## src/rtl/dcache_fsm.sv

```systemverilog
// -----------------------------------------------------------------------------
// dcache_fsm
//   Direct-mapped, write-back, write-allocate data cache sitting between a
//   single-cycle CPU (byte loads/stores) and a word-block data memory.
//   8 lines x 4 bytes; address = {tag[7:5], index[4:2], offset[1:0]}.
//   Hits complete with no stall; misses stall the CPU through busywait while
//   the controller writes back a dirty victim (if any), fetches the new block
//   and installs it. The stalled request then replays as an ordinary hit.
//
// Ports
//   CLK, RESET        clock (rising edge), asynchronous active-low reset
//   read, write       CPU load / store request (both set = store)
//   address           CPU byte address
//   writedata         CPU store byte
//   readdata          CPU load byte
//   busywait          CPU stall
//   mem_read/write    block read / write request toward memory
//   mem_address       block address {tag, index}
//   mem_writedata     victim block, byte0 in [7:0]
//   mem_readdata      fetched block, byte0 in [7:0]
//   mem_busywait      memory busy (raised combinationally with a request)
// -----------------------------------------------------------------------------
module dcache_fsm (
  input  logic        CLK,
  input  logic        RESET,
  input  logic        read,
  input  logic        write,
  input  logic [7:0]  address,
  input  logic [7:0]  writedata,
  output logic [7:0]  readdata,
  output logic        busywait,
  output logic        mem_read,
  output logic        mem_write,
  output logic [5:0]  mem_address,
  output logic [31:0] mem_writedata,
  input  logic [31:0] mem_readdata,
  input  logic        mem_busywait
);

  typedef enum logic [1:0] {
    IDLE      = 2'd0,
    WRITEBACK = 2'd1,
    MEMREAD   = 2'd2,
    UPDATE    = 2'd3
  } state_e;

  state_e state_q, state_d;

  // Line storage. Data and tags carry no reset: valid gates every use.
  logic [31:0] data_q  [8];
  logic [2:0]  tag_q   [8];
  logic [7:0]  valid_q;
  logic [7:0]  dirty_q;

  logic [2:0] addr_tag;
  logic [2:0] idx;
  logic [1:0] off;
  logic       req;
  logic       hit;
  logic       wr_hit;   // store merge this cycle
  logic       fill;     // install fetched block this cycle

  assign addr_tag = address[7:5];
  assign idx      = address[4:2];
  assign off      = address[1:0];
  assign req      = read | write;
  assign hit      = valid_q[idx] & (tag_q[idx] == addr_tag);

  // Next-state and outputs. Everything is forced to zero while RESET is low
  // so outputs drop immediately, even mid-transfer.
  always_comb begin
    state_d       = state_q;
    readdata      = 8'h00;
    busywait      = 1'b0;
    mem_read      = 1'b0;
    mem_write     = 1'b0;
    mem_address   = 6'h00;
    mem_writedata = 32'h0;
    wr_hit        = 1'b0;
    fill          = 1'b0;
    if (RESET) begin
      case (state_q)
        IDLE: begin
          readdata = data_q[idx][{off, 3'b000} +: 8];
          if (req) begin
            if (hit) begin
              // read & write together behaves as a store
              wr_hit = write;
            end else begin
              busywait = 1'b1;
              state_d  = dirty_q[idx] ? WRITEBACK : MEMREAD;
            end
          end
        end
        WRITEBACK: begin
          busywait      = 1'b1;
          mem_write     = 1'b1;
          mem_address   = {tag_q[idx], idx};
          mem_writedata = data_q[idx];
          if (!mem_busywait) state_d = MEMREAD;
        end
        MEMREAD: begin
          busywait    = 1'b1;
          mem_read    = 1'b1;
          mem_address = {addr_tag, idx};
          if (!mem_busywait) state_d = UPDATE;
        end
        UPDATE: begin
          busywait = 1'b1;
          fill     = 1'b1;
          state_d  = IDLE;
        end
        default: state_d = IDLE;
      endcase
    end
  end

  always_ff @(posedge CLK or negedge RESET) begin
    if (!RESET) state_q <= IDLE;
    else        state_q <= state_d;
  end

  always_ff @(posedge CLK or negedge RESET) begin
    if (!RESET) begin
      valid_q <= 8'h00;
      dirty_q <= 8'h00;
    end else if (fill) begin
      valid_q[idx] <= 1'b1;
      dirty_q[idx] <= 1'b0;
    end else if (wr_hit) begin
      dirty_q[idx] <= 1'b1;
    end
  end

  always_ff @(posedge CLK) begin
    if (fill) begin
      data_q[idx] <= mem_readdata;
      tag_q[idx]  <= addr_tag;
    end else if (wr_hit) begin
      data_q[idx][{off, 3'b000} +: 8] <= writedata;
    end
  end

endmodule

```

## config.mk

```make
export PLATFORM = sky130hd
export DESIGN_NAME = dcache_fsm
export DESIGN_NICKNAME = d
export VERILOG_FILES = /design/src/rtl/dcache_fsm.sv
export SDC_FILE = /design/constraint.sdc
export NUM_CORES = 1
export LEC_CHECK = 0
export BUFFER_PORTS_ARGS = -buffer_cell sky130_fd_sc_hd__clkbuf_2
export CORE_MARGIN = 2
export CORE_UTILIZATION = 50
export CTS_CLUSTER_SIZE = 24
export DETAILED_ROUTE_END_ITERATION = 8
export PLACE_DENSITY = 0.71
export SKIP_LAST_GASP = 1
export SYNTH_ARGS = -nofsm -noshare
export SYNTH_HDL_FRONTEND = slang
export SYNTH_SLANG_ARGS = --single-unit
```

## constraint.sdc

```tcl
create_clock -name CLK -period 2.9 [get_ports CLK]
set_clock_uncertainty 0.1 [all_clocks]
set_input_delay 0.145 -clock CLK [delete_from_list [all_inputs] [get_ports CLK]]
set_output_delay 0.145 -clock CLK [all_outputs]
set_load 0.05 [all_outputs]
```

# ---- Word level (Yosys, flattened, before mapping)
# Memories as Yosys holds them, arrays and structs flattened.
# Index checks and enable logic that the tools add are counted.
dict set report word_totals {
  ff_bits 18
  ram_bits 280
  input_bits 53
  out_inout_bits 49
  elab_cells 133
  memories 2
}
dict set report classes {
  n_addsub 1
  n_lt_le_gt_ge 2
  n_eq_ne 8
  shifts 3
  mux 71
  n_bitwise 38
  reduce_logical 5
}
# name depth word_bits rd rd_clocked_by_memory_dff write_ports line_no
set memory_table {}
lappend memory_table {data_q 8 32 1 0 1 50} ;# logic [31:0] data_q [8];
lappend memory_table {tag_q 8 3 1 0 1 51} ;# logic [2:0] tag_q [8];
# cell count
set ops {}
lappend ops {{32-bit 2-to-1 mux} 3}
lappend ops {{1-bit 2-to-1 mux} 52}
lappend ops {{1-bit OR} 33}
lappend ops {{8-bit 2-to-1 mux} 4}
lappend ops {{8-bit by 7-bit variable shift with 32-bit output, first input constant} 1}
lappend ops {{32-bit by 6-bit variable part select with 8-bit output} 1}
lappend ops {{8-bit by 7-bit variable part select with 32-bit output} 1}
lappend ops {{8-bit OR} 2}
lappend ops {{6-bit one-hot mux with 2 select lines} 1}
lappend ops {{2-bit 2-to-1 mux} 5}
lappend ops {{8-bit bitwise AND} 1}
lappend ops {{2-bit != test, second input constant} 4}
lappend ops {{8-bit inverter} 1}
lappend ops {{2-bit one-hot mux with 4 select lines} 1}
lappend ops {{5-bit negation with 7-bit output} 1}
lappend ops {{1-bit binary-select mux with 3-bit select} 2}
lappend ops {{6-bit 2-to-1 mux} 1}
lappend ops {{5-bit AND reduction} 1}
lappend ops {{2-bit equality test, second input constant} 2}
lappend ops {{3-bit by 4-bit < comparator with 1-bit output, second input constant} 1}
lappend ops {{1-bit demux with 3-bit select} 1}
lappend ops {{3-bit equality test} 1}
lappend ops {{3-bit by 1-bit greater-or-equal comparator with 1-bit output, second input constant} 1}
lappend ops {{3-bit OR reduction} 1}
lappend ops {{other kinds (6)} 6}

# ---- Depth between registers and ports, before layout
dict set report depth {
  ltp_word 11
  depth_mapped 12
  depth_no_buf 6
}

# ---- Least setup slack after synthesis
# Ideal clock, no wire load.
dict set report synth_path {
  path_type {input to output}
  start {in address[2]}
  end {out readdata[1]}
  arrival_time_ns 2.812
  required_time_ns 2.655
  setup_slack_ns -0.157
  path_stages 12
  n_path_buf 6
  path_cell_list {buf_6 buf_8 buf_2 buf_4 buf_4 inv_2 buf_1 nor2_1 nand2_1 nand2_1 o2bb2ai_1 o21ai_0}
}
dict set report synth_between {
  elab_chain_len 4
}
# element line_no
set synth_rtl {}
lappend synth_rtl {{start: declaration} 28} ;# input logic [7:0] address,
lappend synth_rtl {{memory read 8 x 32 bit} n/a}
lappend synth_rtl {{32-bit by 6-bit variable part select with 8-bit output} 84} ;# readdata = data_q[idx][{off, 3'b000} +: 8];
lappend synth_rtl {{8-bit 2-to-1 mux} 82} ;# case (state_q)
lappend synth_rtl {{8-bit 2-to-1 mux} 81} ;# if (RESET) begin
lappend synth_rtl {{end: declaration} 30} ;# output logic [7:0] readdata,
# Every way passes these cells.

# ---- Worst setup path after layout
dict set report layout_path {
  start {in address[2]}
  end {out readdata[3]}
}
# The elaborated chain is that of the path after synthesis.

==> results.json <==
{
  "tightest_slew_ns": 0.798,
  "p_clk_share_pct": 37.3,
  "hold_path_class": "in -> reg",
  "routed_wl_mm": 36.6,
  "fmax_mhz": 348,
  "relSlewSlack_pct": 46.6,
  "fin_nets": 1131,
  "grt_util_all_layers_pct": 26.5,
  "dr.pass1.iters": 5,
  "ant_nets": 0,
  "rsz0062_at_grt": "true",
  "synth_async_sr_flop_share_pct": 6.04,
  "path_max_fanout": 34,
  "cts_made_buffers": 30,
  "overflow": 0,
  "cts-htree-levels": 1,
  "synthCells": 843,
  "power_switching_mw": 3.00,
  "grt_antenna_before_repair": 0,
  "yosysWarnings": 0,
  "via_per_inst": 6.01,
  "cp-start-kind": "input pin",
  "outcome": "finished, violations left",
  "violations": "negative hold slack",
  "portBuffers": 101,
  "peakVddDrop_mv": 0.391,
  "pwr-share-comb_pct": 17.8,
  "drt_iter0_drc": 1149,
  "routedWlPerCell_microns": 25.7,
  "place_congestion": 0.874,
  "final_common_cell": "edfxtp_1",
  "yosysSeqAreaShare_pct": 68.0,
  "post-route-period-util_pct": 99.1,
  "final_cell_mix": "280 x edfxtp_1, 98 x buf_4, 87 x clkbuf_2",
  "route.detailed.drc": 0,
  "cts_tree": "done",
  "clkLatencyLatePin_ns": 0.56,
  "cp_data_arrival_time_ns": 2.63,
  "finalSetupViolations": 0,
  "cts-root-buf": "clkbuf_16",
  "ff_latch_area_sq_um": 8860,
  "initial_core_util_pct": 50.4,
  "fin_hold_ws_ns": -0.0328,
  "syn_to_final_growth_pct": 25.1,
  "p_leak_nw": 6.10,
  "final-hold-violation-count": 32,
  "cts_buffer_depth": 3,
  "synth_flop_cell": "edfxtp_1",
  "die-area_sq_um": 27400,
  "cap_violations": 0,
  "criticalPathCategory": "in -> out",
  "p_sw_share_pct": 27.2,
  "synth_edf_count": 280,
  "end_kind": "output pin",
  "fin_crit_ns": 2.87,
  "synth.distinct_cells": 52,
  "multi_input_area_sq_um": 3920,
  "cp.required_ns": 2.65,
  "ios": 102,
  "setup_ws_ns": 0.0256,
  "clk_pin_slew_ns": 0.06,
  "dpl_worst_slack_ns": -0.0413,
  "cts_sinks": 298,
  "drive_gt1_share_pct": 34.0,
  "dp_hpwl_mm": 24.3,
  "fp-row-count": 59,
  "fin_tns_setup_ns": 0,
  "vias": 8581,
  "ys_ff_latch": 298,
  "p_int_mw": 8.00,
  "maxSlewViolCount": 0,
  "die_h_microns": 165,
  "grt_pass1_vias": 8269,
  "die_x_microns": 165,
  "avgSynthCellArea_sq_um": 15.5,
  "power_density_nw_per_um2": 675,
  "p_seq_share_pct": 45.0,
  "netlist_area_sq_um": 13000,
  "grt_max_degree": 50,
  "fillCellCount": 1847,
  "core-area_sq_um": 25800,
  "diodes": 0,
  "synth_nets": 906,
  "grt_pass1_wl_mm": 51.9
}
[through the flow]
step                power [mW]  hold slack (ns)  instance area [sq um]  std cells  utilization [%]
detailed placement        6.90          -0.0548                  14800       1340             57.3
global placement          6.87          -0.0608                  14800       1340             57.3
global route              11.3         -0.00711                  16300       1427             63.1
floorplan                 6.20           -0.251                  13100        843                -
finish                    11.0          -0.0328                  16300       1427             63.1
CTS                       10.9         0.000795                  16000       1406             61.8
[cell families (layout without fill, tap and decap cells)]
logic type | after synthesis | in the layout | synth area share (%)
DFF | 298 | 298 | 68.0
and+or+nand+nor | 184 | 184 | 6.56
AOI/OAI and AO/OA | 134 | 134 | 7.08
muxes | 131 | 131 | 14.4
buffers and inverters | 85 | 334 | 2.99
adders and majority gates | 10 | 10 | 0.960
xor gates and xnor gates | 1 | 1 | 0.0672
[synth_stat cells, types with 6 or more instances]
cell / n / area share (%)
clkbuf_1: 18 / 0.52
mux2_2: 14 / 1.2
dfrtp_1: 18 / 3.5
buf_1: 6 / 0.17
a22oi_1: 10 / 0.58
and2_1: 7 / 0.34
edfxtp_1: 280 / 65
mux4_2: 42 / 7.3
mux2i_1: 74 / 5.7
ha_1: 10 / 0.96
a21oi_1: 41 / 1.6
o21ai_0: 18 / 0.69
a22o_1: 6 / 0.40
buf_2: 11 / 0.42
nand2_1: 71 / 2.0
o41ai_1: 8 / 0.54
o22ai_1: 8 / 0.38
inv_1: 37 / 1.1
a221oi_1: 21 / 1.4
nor2_1: 65 / 1.9
or2_2: 9 / 0.43
[worst max-delay path, stage by stage]
cell      delay, ns
buf_4          0.20
buf_12         0.25
nor2b_1        0.37
buf_4          0.21
a221oi_1       0.08
o221ai_1       0.53
nor2_1         0.15
o32ai_2        0.44
buf_12         0.19
[final timing paths]
path,startpoint,end,slack [ns],cells after the start
min in group asynchronous,RESET,async pin,0.14,3
worst min-delay path,mem_readdata[11],data_q[5][11],-0.03,3
worst max-delay path,address[2],readdata[3],0.03,9
max in group asynchronous,RESET,async pin,1.88,3
worst max register to register,tag_q[4][0],data_q[5][9],0.07,9
worst min register to register,valid_q[6],valid_q[6],0.37,1
[layout make-up]
cell class	instances	share of cell area [%]
inverters	42	0.967
flip-flops and latches	298	54.4
clock inverters	22	1.57
clock buffers	34	4.95
repair buffers	236	11.5
well taps	335	2.57
multi-input cells	460	24.0
[timing repair]
item / CTS / global route
hold endpoints to repair: 75 / 142
buffers inserted: 0 / 2
gates resized for setup: 1 / 32
pin swaps: 0 / 2
hold buffers: 10 / 18
endpoints found under the setup margin: 1 / 382
cloned: 0 / 1
[state kept, by name, summed over array words and instances, names as in the netlist, named ones only]
register / cells
data_q: 256
tag_q: 24
valid_q: 8
state_q: 2
[metal layers]
layer / GRT usage, % / routed length [microns]
met1: 36.6 / 14000
met2: 41.2 / 17400
met3: 6.17 / 3970
met4: 10.1 / 1240
met5: 0 / 0
[power by group through the flow]
stage	clock, mW	combinational, mW	sequential [mW]
2_1_floorplan	0	1.19	5.01
3_3_place_gp	0	1.84	5.02
3_5_place_dp	0	1.86	5.04
4_1_cts	4.11	1.89	4.95
5_1_grt	4.31	2.06	4.96
6_report	4.10	1.95	4.95
No activity file was read; power rests on OpenSTA's default activity.
